==> src/rtl/vesa_pattern_pkg.sv <==
// rtl/vesa_pattern_pkg.sv - shared constants and types for the VESA test-pattern generator
//
// Contents:
//   pat_e            pattern codes PAT_BLACK..PAT_RSVD (3-bit)
//   *_DEF            default geometry for H_ACTIVE, V_ACTIVE, BAR_W
//   X_W / Y_W        pixel and line counter widths
//   COL_*            24-bit {r,g,b} colours used by the bar pattern
//   bar_colour()     maps a bar index 0..7 to its colour
//   CRC_POLY/INIT    CRC-16-CCITT constants for the optional frame CRC
package vesa_pattern_pkg;

  localparam int H_ACTIVE_DEF = 2560;
  localparam int V_ACTIVE_DEF = 1440;
  localparam int BAR_W_DEF    = 32;

  localparam int X_W = 12;
  localparam int Y_W = 11;

  typedef enum logic [2:0] {
    PAT_BLACK   = 3'd0,
    PAT_WHITE   = 3'd1,
    PAT_BARS    = 3'd2,
    PAT_RAMP    = 3'd3,
    PAT_CHECKER = 3'd4,
    PAT_MOVBAR  = 3'd5,
    PAT_BORDER  = 3'd6,
    PAT_RSVD    = 3'd7
  } pat_e;

  localparam logic [23:0] COL_WHITE   = 24'hFFFFFF;
  localparam logic [23:0] COL_YELLOW  = 24'hFFFF00;
  localparam logic [23:0] COL_CYAN    = 24'h00FFFF;
  localparam logic [23:0] COL_GREEN   = 24'h00FF00;
  localparam logic [23:0] COL_MAGENTA = 24'hFF00FF;
  localparam logic [23:0] COL_RED     = 24'hFF0000;
  localparam logic [23:0] COL_BLUE    = 24'h0000FF;
  localparam logic [23:0] COL_BLACK   = 24'h000000;

  localparam logic [15:0] CRC_POLY = 16'h1021;
  localparam logic [15:0] CRC_INIT = 16'hFFFF;

  // Colour-bar order, left to right.
  function automatic logic [23:0] bar_colour(input logic [2:0] idx);
    logic [23:0] col;
    case (idx)
      3'd0:    col = COL_WHITE;
      3'd1:    col = COL_YELLOW;
      3'd2:    col = COL_CYAN;
      3'd3:    col = COL_GREEN;
      3'd4:    col = COL_MAGENTA;
      3'd5:    col = COL_RED;
      3'd6:    col = COL_BLUE;
      default: col = COL_BLACK;
    endcase
    return col;
  endfunction

endpackage

==> src/rtl/vesa_crc16.sv <==
// rtl/vesa_crc16.sv - combinational CRC-16-CCITT update over one 24-bit pixel
//
// Only compiled when VESA_PATTERN_FRAME_CRC_EN is defined; otherwise the
// file contributes no module so no CRC logic exists in the build.
//
// Ports:
//   crc_in   [15:0]  running CRC before this pixel
//   data     [23:0]  pixel {r,g,b}, absorbed MSB first
//   crc_out  [15:0]  running CRC after this pixel
`ifdef VESA_PATTERN_FRAME_CRC_EN
module vesa_crc16
  import vesa_pattern_pkg::*;
(
  input  logic [15:0] crc_in,
  input  logic [23:0] data,
  output logic [15:0] crc_out
);

  logic [15:0] c;

  // Bit-serial shift unrolled across all 24 data bits (no reflection).
  always_comb begin
    c = crc_in;
    for (int i = 23; i >= 0; i--) begin
      if (c[15] ^ data[i]) begin
        c = {c[14:0], 1'b0} ^ CRC_POLY;
      end else begin
        c = {c[14:0], 1'b0};
      end
    end
  end

  assign crc_out = c;

endmodule
`endif

==> src/rtl/vesa_pattern_gen.sv <==
// rtl/vesa_pattern_gen.sv - VESA test-pattern generator with optional frame CRC
//
// Optional feature macro: VESA_PATTERN_FRAME_CRC_EN (frame CRC over output pixels).
//
// Ports:
//   clk                    pixel clock
//   rst                    synchronous active-high reset
//   hsync_in, vsync_in     timing syncs, active-low
//   de_in                  timing data enable
//   pattern_sel [2:0]      requested pattern, taken at frame start
//   hsync_out, vsync_out   syncs delayed 2 clk
//   de_out                 data enable delayed 2 clk
//   r_out, g_out, b_out    pixel colour, 0 while de_out=0
//   frame_cnt [7:0]        frame starts seen since reset (wraps)
//   frame_crc [15:0]       CRC of previous frame's active pixels (0 without macro)
//   crc_valid              1-clk pulse when frame_crc updates (0 without macro)
module vesa_pattern_gen
  import vesa_pattern_pkg::*;
#(
  parameter int H_ACTIVE = H_ACTIVE_DEF,
  parameter int V_ACTIVE = V_ACTIVE_DEF,
  parameter int BAR_W    = BAR_W_DEF
) (
  input  logic        clk,
  input  logic        rst,
  input  logic        hsync_in,
  input  logic        vsync_in,
  input  logic        de_in,
  input  logic [2:0]  pattern_sel,
  output logic        hsync_out,
  output logic        vsync_out,
  output logic        de_out,
  output logic [7:0]  r_out,
  output logic [7:0]  g_out,
  output logic [7:0]  b_out,
  output logic [7:0]  frame_cnt,
  output logic [15:0] frame_crc,
  output logic        crc_valid
);

  localparam int              BAR_SPAN = H_ACTIVE / 8;
  localparam logic [X_W-1:0]  X_LAST   = X_W'(H_ACTIVE - 1);
  localparam logic [Y_W-1:0]  Y_LAST   = Y_W'(V_ACTIVE - 1);
  localparam logic [X_W-1:0]  X_MAX    = '1;

  logic           vsync_d1;
  logic           de_d1;
  logic           frame_start;
  logic [X_W-1:0] x;
  logic [Y_W-1:0] y;
  pat_e           active_sel;
  logic [7:0]     frame_cnt_q;

  logic [2:0]     bar_idx;
  logic [X_W-1:0] bar_lo;
  logic [X_W-1:0] bar_hi;
  logic [23:0]    pix;

  logic           s1_hs, s1_vs, s1_de;
  logic [23:0]    s1_rgb;
  logic           s2_hs, s2_vs, s2_de;
  logic [23:0]    s2_rgb;

  // Frame start is the falling edge of the (active-low) vsync.
  assign frame_start = vsync_d1 & ~vsync_in;

  always_ff @(posedge clk) begin
    if (rst) begin
      vsync_d1 <= 1'b1;
      de_d1    <= 1'b0;
    end else begin
      vsync_d1 <= vsync_in;
      de_d1    <= de_in;
    end
  end

  // Pixel counter: the colour for this clock uses the value before the increment.
  always_ff @(posedge clk) begin
    if (rst) begin
      x <= '0;
    end else if (!de_in) begin
      x <= '0;
    end else if (x != X_MAX) begin
      x <= x + 1'b1;
    end
  end

  // Line counter: advances at the end of each active line; frame start wins.
  always_ff @(posedge clk) begin
    if (rst) begin
      y <= '0;
    end else if (frame_start) begin
      y <= '0;
    end else if (de_d1 && !de_in) begin
      y <= y + 1'b1;
    end
  end

  // Pattern choice is frozen for the whole frame.
  always_ff @(posedge clk) begin
    if (rst) begin
      active_sel  <= PAT_BLACK;
      frame_cnt_q <= '0;
    end else if (frame_start) begin
      active_sel  <= pat_e'(pattern_sel);
      frame_cnt_q <= frame_cnt_q + 1'b1;
    end
  end

  // Bar index from a chain of threshold compares; lowest matching bar wins.
  always_comb begin
    bar_idx = 3'd7;
    for (int i = 6; i >= 0; i--) begin
      if (x < X_W'((i + 1) * BAR_SPAN)) begin
        bar_idx = 3'(i);
      end
    end
  end

  // Moving bar starts 8 px further right every frame.
  assign bar_lo = X_W'({frame_cnt_q, 3'b000});
  assign bar_hi = bar_lo + X_W'(BAR_W);

  always_comb begin
    pix = COL_BLACK;
    case (active_sel)
      PAT_BLACK:   pix = COL_BLACK;
      PAT_WHITE:   pix = COL_WHITE;
      PAT_BARS:    pix = bar_colour(bar_idx);
      PAT_RAMP:    pix = {3{x[7:0]}};
      PAT_CHECKER: pix = (x[6] ^ y[6]) ? COL_WHITE : COL_BLACK;
      PAT_MOVBAR:  pix = (x >= bar_lo && x < bar_hi) ? COL_WHITE : COL_BLACK;
      PAT_BORDER:  pix = (x == '0 || x == X_LAST || y == '0 || y == Y_LAST) ?
                         COL_WHITE : COL_BLACK;
      default:     pix = COL_BLACK;
    endcase
  end

  // Two-stage output pipeline; blanking applied in stage 1 keeps rgb at 0
  // whenever the delayed de is low.
  always_ff @(posedge clk) begin
    if (rst) begin
      s1_hs  <= 1'b1;
      s1_vs  <= 1'b1;
      s1_de  <= 1'b0;
      s1_rgb <= '0;
      s2_hs  <= 1'b1;
      s2_vs  <= 1'b1;
      s2_de  <= 1'b0;
      s2_rgb <= '0;
    end else begin
      s1_hs  <= hsync_in;
      s1_vs  <= vsync_in;
      s1_de  <= de_in;
      s1_rgb <= de_in ? pix : '0;
      s2_hs  <= s1_hs;
      s2_vs  <= s1_vs;
      s2_de  <= s1_de;
      s2_rgb <= s1_rgb;
    end
  end

  assign hsync_out = s2_hs;
  assign vsync_out = s2_vs;
  assign de_out    = s2_de;
  assign r_out     = s2_rgb[23:16];
  assign g_out     = s2_rgb[15:8];
  assign b_out     = s2_rgb[7:0];
  assign frame_cnt = frame_cnt_q;

`ifdef VESA_PATTERN_FRAME_CRC_EN
  logic [15:0] crc_run;
  logic [15:0] crc_next;
  logic [15:0] frame_crc_q;
  logic        crc_valid_q;

  vesa_crc16 u_crc16 (
    .crc_in  (crc_run),
    .data    (s2_rgb),
    .crc_out (crc_next)
  );

  // Frame start snapshots and restarts the CRC; a pixel leaving the pipe on
  // that same clock is dropped rather than counted in either frame.
  always_ff @(posedge clk) begin
    if (rst) begin
      crc_run     <= CRC_INIT;
      frame_crc_q <= '0;
      crc_valid_q <= 1'b0;
    end else if (frame_start) begin
      frame_crc_q <= crc_run;
      crc_valid_q <= 1'b1;
      crc_run     <= CRC_INIT;
    end else begin
      crc_valid_q <= 1'b0;
      if (s2_de) begin
        crc_run <= crc_next;
      end
    end
  end

  assign frame_crc = frame_crc_q;
  assign crc_valid = crc_valid_q;
`else
  assign frame_crc = '0;
  assign crc_valid = 1'b0;
`endif

endmodule

==> config.mk <==
export PLATFORM = sky130hd
export DESIGN_NAME = vesa_pattern_gen
export DESIGN_NICKNAME = d
export VERILOG_FILES = /design/src/rtl/vesa_pattern_pkg.sv /design/src/rtl/vesa_crc16.sv /design/src/rtl/vesa_pattern_gen.sv
export SDC_FILE = /design/constraint.sdc
export NUM_CORES = 1
export LEC_CHECK = 0
export ABC_CLOCK_PERIOD_IN_PS = 4100
export CELL_PAD_IN_SITES_DETAIL_PLACEMENT = 1
export CELL_PAD_IN_SITES_GLOBAL_PLACEMENT = 2
export CORE_AREA = 2 2 125 102
export DETAILED_ROUTE_END_ITERATION = 12
export DIE_AREA = 0 0 127 104
export PLACE_DENSITY_LB_ADDON = 0.1
export SYNTH_ARGS = -nofsm -noshare
export SYNTH_HDL_FRONTEND = slang
export SYNTH_SLANG_ARGS = --single-unit
==> constraint.sdc <==
create_clock -name clk -period 4.1 [get_ports clk]
set_clock_uncertainty 0.2 [all_clocks]
set_input_delay 0.82 -clock clk [delete_from_list [all_inputs] [get_ports clk]]
set_output_delay 0.82 -clock clk [all_outputs]
set_load 0.01 [all_outputs]
==> results of run 1 <==
## metrics by stage
step	hold WS, ns	cells	cell area, um^2	total power [mW]
4_1_cts	0.207	604	4640	1.85
3_3_place_gp	0.195	588	4340	1.01
3_5_place_dp	0.199	588	4340	1.01
2_1_floorplan	0.189	427	3940	0.981
6_report	0.202	604	4640	1.81
5_1_grt	0.217	604	4640	1.89
## how the worst max path moves through the flow
| stage | end | startpoint | slack (ns) | cells past startpoint |
|---|---|---|---|---|
| 3_5_place_dp | s1_rgb[14] | frame_cnt[2] | 0.80 | 10 |
| 6_report | s1_rgb[14] | frame_cnt[2] | 0.78 | 10 |
| 4_1_cts | s1_rgb[14] | frame_cnt[2] | 0.75 | 10 |
| 5_1_grt | s1_rgb[9] | frame_cnt[2] | 0.55 | 10 |
| 2_1_floorplan | s1_rgb[13] | frame_cnt[2] | 1.13 | 10 |
| 3_3_place_gp | s1_rgb[12] | frame_cnt[2] | 0.91 | 10 |
## registers in the layout, indices dropped and copies added, names as in the netlist, 3 cells and up
| signal | cells |
|---|---|
| active_sel | 3 |
| y | 11 |
| s2_rgb | 24 |
| frame_cnt | 8 |
| s1_rgb | 24 |
| x | 12 |
## Yosys cell counts (6+ instances only)
library cell | number | area [um^2]
o21ai_0 | 6 | 30.0
nor2b_1 | 32 | 200
nor3_1 | 6 | 30.0
ha_1 | 21 | 263
and3_1 | 8 | 50.1
a31oi_1 | 9 | 56.3
nand2_1 | 12 | 45.0
dfxtp_1 | 88 | 1760
nand3_1 | 17 | 85.1
a21oi_1 | 40 | 200
xor2_1 | 13 | 114
clkbuf_1 | 9 | 33.8
inv_1 | 17 | 63.8
buf_4 | 20 | 150
xnor2_1 | 17 | 149
nor2_1 | 38 | 143
## power by group through the flow
stage | Combinational [mW] | Sequential (mW) | Clock, mW
final | 0.105 | 0.882 | 0.822
after global routing | 0.118 | 0.884 | 0.887
after CTS | 0.107 | 0.882 | 0.857
after detailed placement | 0.106 | 0.902 | 0
after global placement | 0.105 | 0.902 | 0
after floorplan | 0.0804 | 0.900 | 0
## layout make-up
type                       instances  area share (%)
sequential                        88            38.0
clock buffer                       9            4.86
inverter                          19            1.54
tap                              152            4.10
clock inverter                     7            1.62
timing repair buffer              44            9.39
multi-input combinational        285            40.5
## worst max-delay path, stage by stage, from the launching register on
cell	delay, ns
dfxtp_1	0.43
ha_1	0.25
nand3_1	0.16
or3_1	0.34
ha_1	0.29
and4_1	0.17
a2111oi_0	0.38
o21ai_0	0.23
nor4_4	0.43
nor3_4	0.14
a21oi_1	0.18
## cells by family after synthesis
logic type	synth area share (%)
AO/OA/AOI/OAI	11.1
XOR/XNOR	6.78
adder cells (fa/ha/maj)	7.04
buffers and inverters	7.65
flip-flops	45.4
multiplexers	0.516
other	0.0967
AND/OR/NAND/NOR	21.4
## layer usage
metal | vias to the layer above | global-route usage (%)
li1 | 1431 | -
met1 | 1329 | 22.0
met2 | 56 | 20.6
met3 | 14 | 3.96
met4 | 0 | 4.00
met5 | - | 0
==> impl_metrics.tcl, run 1 <==
set metrics [dict create \
    crit_path_end_kind "flip-flop" \
    async_flop_share_pct 0 \
    cap_violations 0 \
    clk_pin_slew_ns 0.08 \
    portBuffers 42 \
    setup_ws_ns 0.783 \
    tightest_slew_ns 1.08 \
    swShare_pct 25.6 \
    worstPathRequired_ns 4.15 \
    min_to "hsync_out" \
    grt_pass1_vias 2815 \
    num_rows 36 \
    drv_slew 0 \
    boundaryPins 60 \
    met3_wirelength_um 383 \
    dp_hpwl_um 6570 \
    p_int_mw 1.35 \
    fp.dieH_um 104 \
    dr.max_layer_used "met4" \
    combPwrFrac_pct 5.8 \
    n_antenna_cell 0 \
    synthFlopType "dfxtp_1" \
    wirelength_um 9220 \
    synth_edf_count 0 \
    netlist_area_um2 3880 \
    ctsHtreeMaxLevel 3 \
    register_area_um2 1760 \
    drc 0 \
    cts_resized 0 \
    p_seq_share_pct 48.8 \
    yosys_warnings 0 \
    hold_class "reg2reg" \
    cp.arrival_ns 3.37 \
    grt_pass1_wl_um 15200 \
    fin_crit_sh_pct 80.9 \
    syn_area_per_cell_um2 9.43 \
    ir_worst_vdd_mv 0.185 \
    post_cts_buffers 0 \
    critPathLaunchType "flip-flop" \
    detail-route-antenna-nets 0 \
    fmax_mhz 301 \
    drt_iter0_drc 110 \
    synth_cell_types 50 \
    core_um2 12000 \
    worstHoldStart "s1_hs" \
    clock_latency_ns 0.35 \
    power.switching_uw 464 \
    hold_buffers 0 \
    synth_seq_cells 88 \
    hold_violations 0 \
    grt_usage_pct 14.7 \
    criticalPathCategory "reg2reg" \
    n_fill_cell 1362 \
    final_common_cell "dfxtp_1" \
    cts_num_sinks 88 \
    status "finished, final reports clean" \
    firstDrtPassIters 4 \
    viasPerCell 4.69 \
    dieArea_um2 13200 \
    layout.nets 476 \
    finalSetupViolCount 0 \
    overflow 0 \
    final_layout_size_suffix_gt1_share_pct 7.30 \
    leakage_nw 1.72 \
    gp_congestion 0.769 \
    vias 2830 \
    start_util_pct 32.4 \
    rsz0062_at_grt "no" \
    power_frac_clock_pct 45.4 \
    reg2reg_depth 10 \
    grt_max_degree 42 \
    clk_path_buf_depth 2 \
    dr_wl_met2_um 3710 \
    final_cell_mix "dfxtp_1, clkdlybuf4s50_1, a21oi_1" \
    min_period_ns 3.32 \
    relSlewSlack_pct 27.3 \
    multiInputGateArea_um2 1880 \
    holdPathStages 1 \
    crit_fanout 8 \
    die_w_um 127 \
    grt_antenna_before_repair 0 \
    p_per_area_nw_per_um2 390 \
    yosysSeqAreaShare_pct 45.4 \
    post-place-ws_ns 0.800 \
    reg2reg_to "s1_rgb[14]" \
    area_growth_pct 19.6 \
    synth_cells 411 \
    wire_per_inst_um 15.3 \
    cts-root-buf "clkbuf_16" \
    r2r_setup_slack_ns 0.78 \
    reg2reg_from "frame_cnt[2]" \
    met1Wirelength_um 5020 \
    cts_tree "built" \
    tns_ns 0 \
    cts_buffers 9 \
    fin_util_pct 38.7 \
]
Power figures use the tool's default switching activity.
==> run 2: changes to the inputs <==
ABC_CLOCK_PERIOD_IN_PS = 3200   (was 4100)
clock period = 3.2 ns   (was 4.1 ns; I/O delays follow)
==> run 2 against run 1 <==
Routed wire length grew 3.5%. Critical path depth grew 1. Sequential share of layout area shrank 0.82 points. First-iteration DRC count grew 4.5%. Final cell count grew 1.8%. Flip-flop and latch count is the same. Highest routed layer unchanged. Via count grew 2.5%. Critical path type unchanged. Global-route usage grew 0.61 points.
==> impl_metrics.tcl, run 2 (synthesized netlist as in run 1, its figures left out) <==
set metrics [dict create \
    min_to "vsync_out" \
    crit_slowest_cell "dfxtp_2" \
    reg2reg_from "frame_cnt[3]" \
    reg2reg_to "s1_rgb[11]" \
    ctsHtreeMaxLevel 3 \
    tns_ns 0 \
    criticalPathCategory "reg2reg" \
    clk_path_buf_depth 2 \
    cts_buffers 9 \
    boundaryPins 60 \
    viasPerCell 4.72 \
    post_cts_buffers 0 \
    portBuffers 42 \
    final_cell_mix "dfxtp_1, clkdlybuf4s50_1, nor2_1" \
    wirelength_um 9540 \
    hold_violations 0 \
    critPathLaunchType "flip-flop" \
    status "finished, final reports clean" \
    dp_hpwl_um 6910 \
    reg2reg_depth 11 \
    drv_slew 0 \
    crit_path_end_kind "flip-flop" \
    fin_crit_sh_pct 92.7 \
    worstPathRequired_ns 3.27 \
    cts_tree "built" \
    rsz0062_at_grt "no" \
    cts_num_sinks 88 \
    grt_pass1_wl_um 15800 \
    cts-root-buf "clkbuf_16" \
    max_stage_delay_ns 0.36 \
    p_per_area_nw_per_um2 488 \
    r2r_setup_slack_ns 0.23 \
    layout_top_registers "s1_rgb (24), s2_rgb (24), x (12)" \
    n_antenna_cell 0 \
    drc 0 \
    grt_antenna_before_repair 0 \
    tightest_slew_ns 0.510 \
    hold_class "reg2reg" \
    detail-route-antenna-nets 0 \
    fmax_mhz 337 \
    gp_congestion 0.786 \
    grt_pass1_vias 2894 \
    path_delay_family "simple AND/OR/NAND/NOR gates" \
    fp.dieH_um 104 \
    clock_latency_ns 0.34 \
    cap_violations 0 \
    leakage_nw 1.77 \
    worstHoldStart "s1_vs" \
    start_util_pct 32.4 \
    finalSetupViolCount 0 \
    relSlewSlack_pct 66.0 \
    firstDrtPassIters 4 \
    core_um2 12000 \
    cp.arrival_ns 3.04 \
    wire_per_inst_um 15.5 \
    cts_resized 0 \
    clk_pin_slew_ns 0.07 \
    final_layout_size_suffix_gt1_share_pct 10.8 \
    hold_buffers 0 \
    num_rows 36 \
    holdPathStages 1 \
    critPathBufInv 1 \
    min_period_ns 2.97 \
    die_w_um 127 \
    vias 2900 \
    crit_chain "ha_2 > nand3_1 > or3_1 > ha_1 > and4_1 > a2111oi_2 > o21ai_1 > nor4_4 > buf_6 > nor3_4 > a21oi_2" \
    overflow 0 \
    dieArea_um2 13200 \
    layout.nets 487 \
    crit_fanout 8 \
    area_growth_pct 22.3 \
    drt_iter0_drc 115 \
    setup_ws_ns 0.234 \
    post-place-ws_ns 0.0855 \
    grt_max_degree 42 \
    final_common_cell "dfxtp_1" \
    grt_usage_pct 15.3 \
    ir_worst_vdd_mv 0.282 \
]
[run 2: cell types whose count changed in the layout (fill, tap and decap cells not counted), moves of 2 or more]
cell     change
a21oi_1      -3
a21oi_2      +3
buf_4       +10
inv_6        +2
[run 2: layout make-up]
| class | instances | area, um^2 |
|---|---|---|
| Fill cell | 1349 | 7240 |
| Multi-Input combinational cell | 285 | 1900 |
| Sequential cell | 88 | 1760 |
| Timing Repair Buffer | 55 | 522 |
| Clock buffer | 9 | 225 |
| Tap cell | 152 | 190 |
| Clock inverter | 7 | 72.6 |
| Inverter | 19 | 71.3 |
[run 2: power breakdown]
group	leakage (nW)	total (mW)	internal (mW)	switching, mW
combinational	0.915	0.141	0.0604	0.0805
sequential	0.713	1.13	1.11	0.0148
clock	0.143	1.04	0.551	0.493
[run 2: worst max path at each step]
stage,startpoint,to,cells past startpoint
after floorplan,frame_cnt[2],s1_rgb[13],10
after global placement,frame_cnt[3],s1_rgb[5],11
after detailed placement,frame_cnt[3],s1_rgb[11],11
after CTS,frame_cnt[3],s1_rgb[11],11
after global routing,frame_cnt[3],s1_rgb[1],11
final,frame_cnt[3],s1_rgb[11],11
[run 2: layer usage]
layer  global-route usage [%]  part of all wire, %  vias to the layer above
met5                        0                    0                        -
met4                     3.77                  1.1                        0
met3                     3.40                  3.6                       10
met2                     22.2                   42                       55
met1                     23.0                   53                     1386
li1                         -                    -                     1449
[run 2: stage by stage]
step | hold slack (ns) | cell area [um^2] | std cells | utilization (%) | power (mW)
after floorplan | 0.189 | 3940 | 427 | - | 1.26
after global placement | 0.195 | 4420 | 599 | 36.9 | 1.29
after detailed placement | 0.214 | 4420 | 599 | 36.9 | 1.29
after CTS | 0.235 | 4720 | 615 | 39.4 | 2.36
after global routing | 0.247 | 4740 | 615 | 39.6 | 2.43
final | 0.229 | 4740 | 615 | 39.6 | 2.31
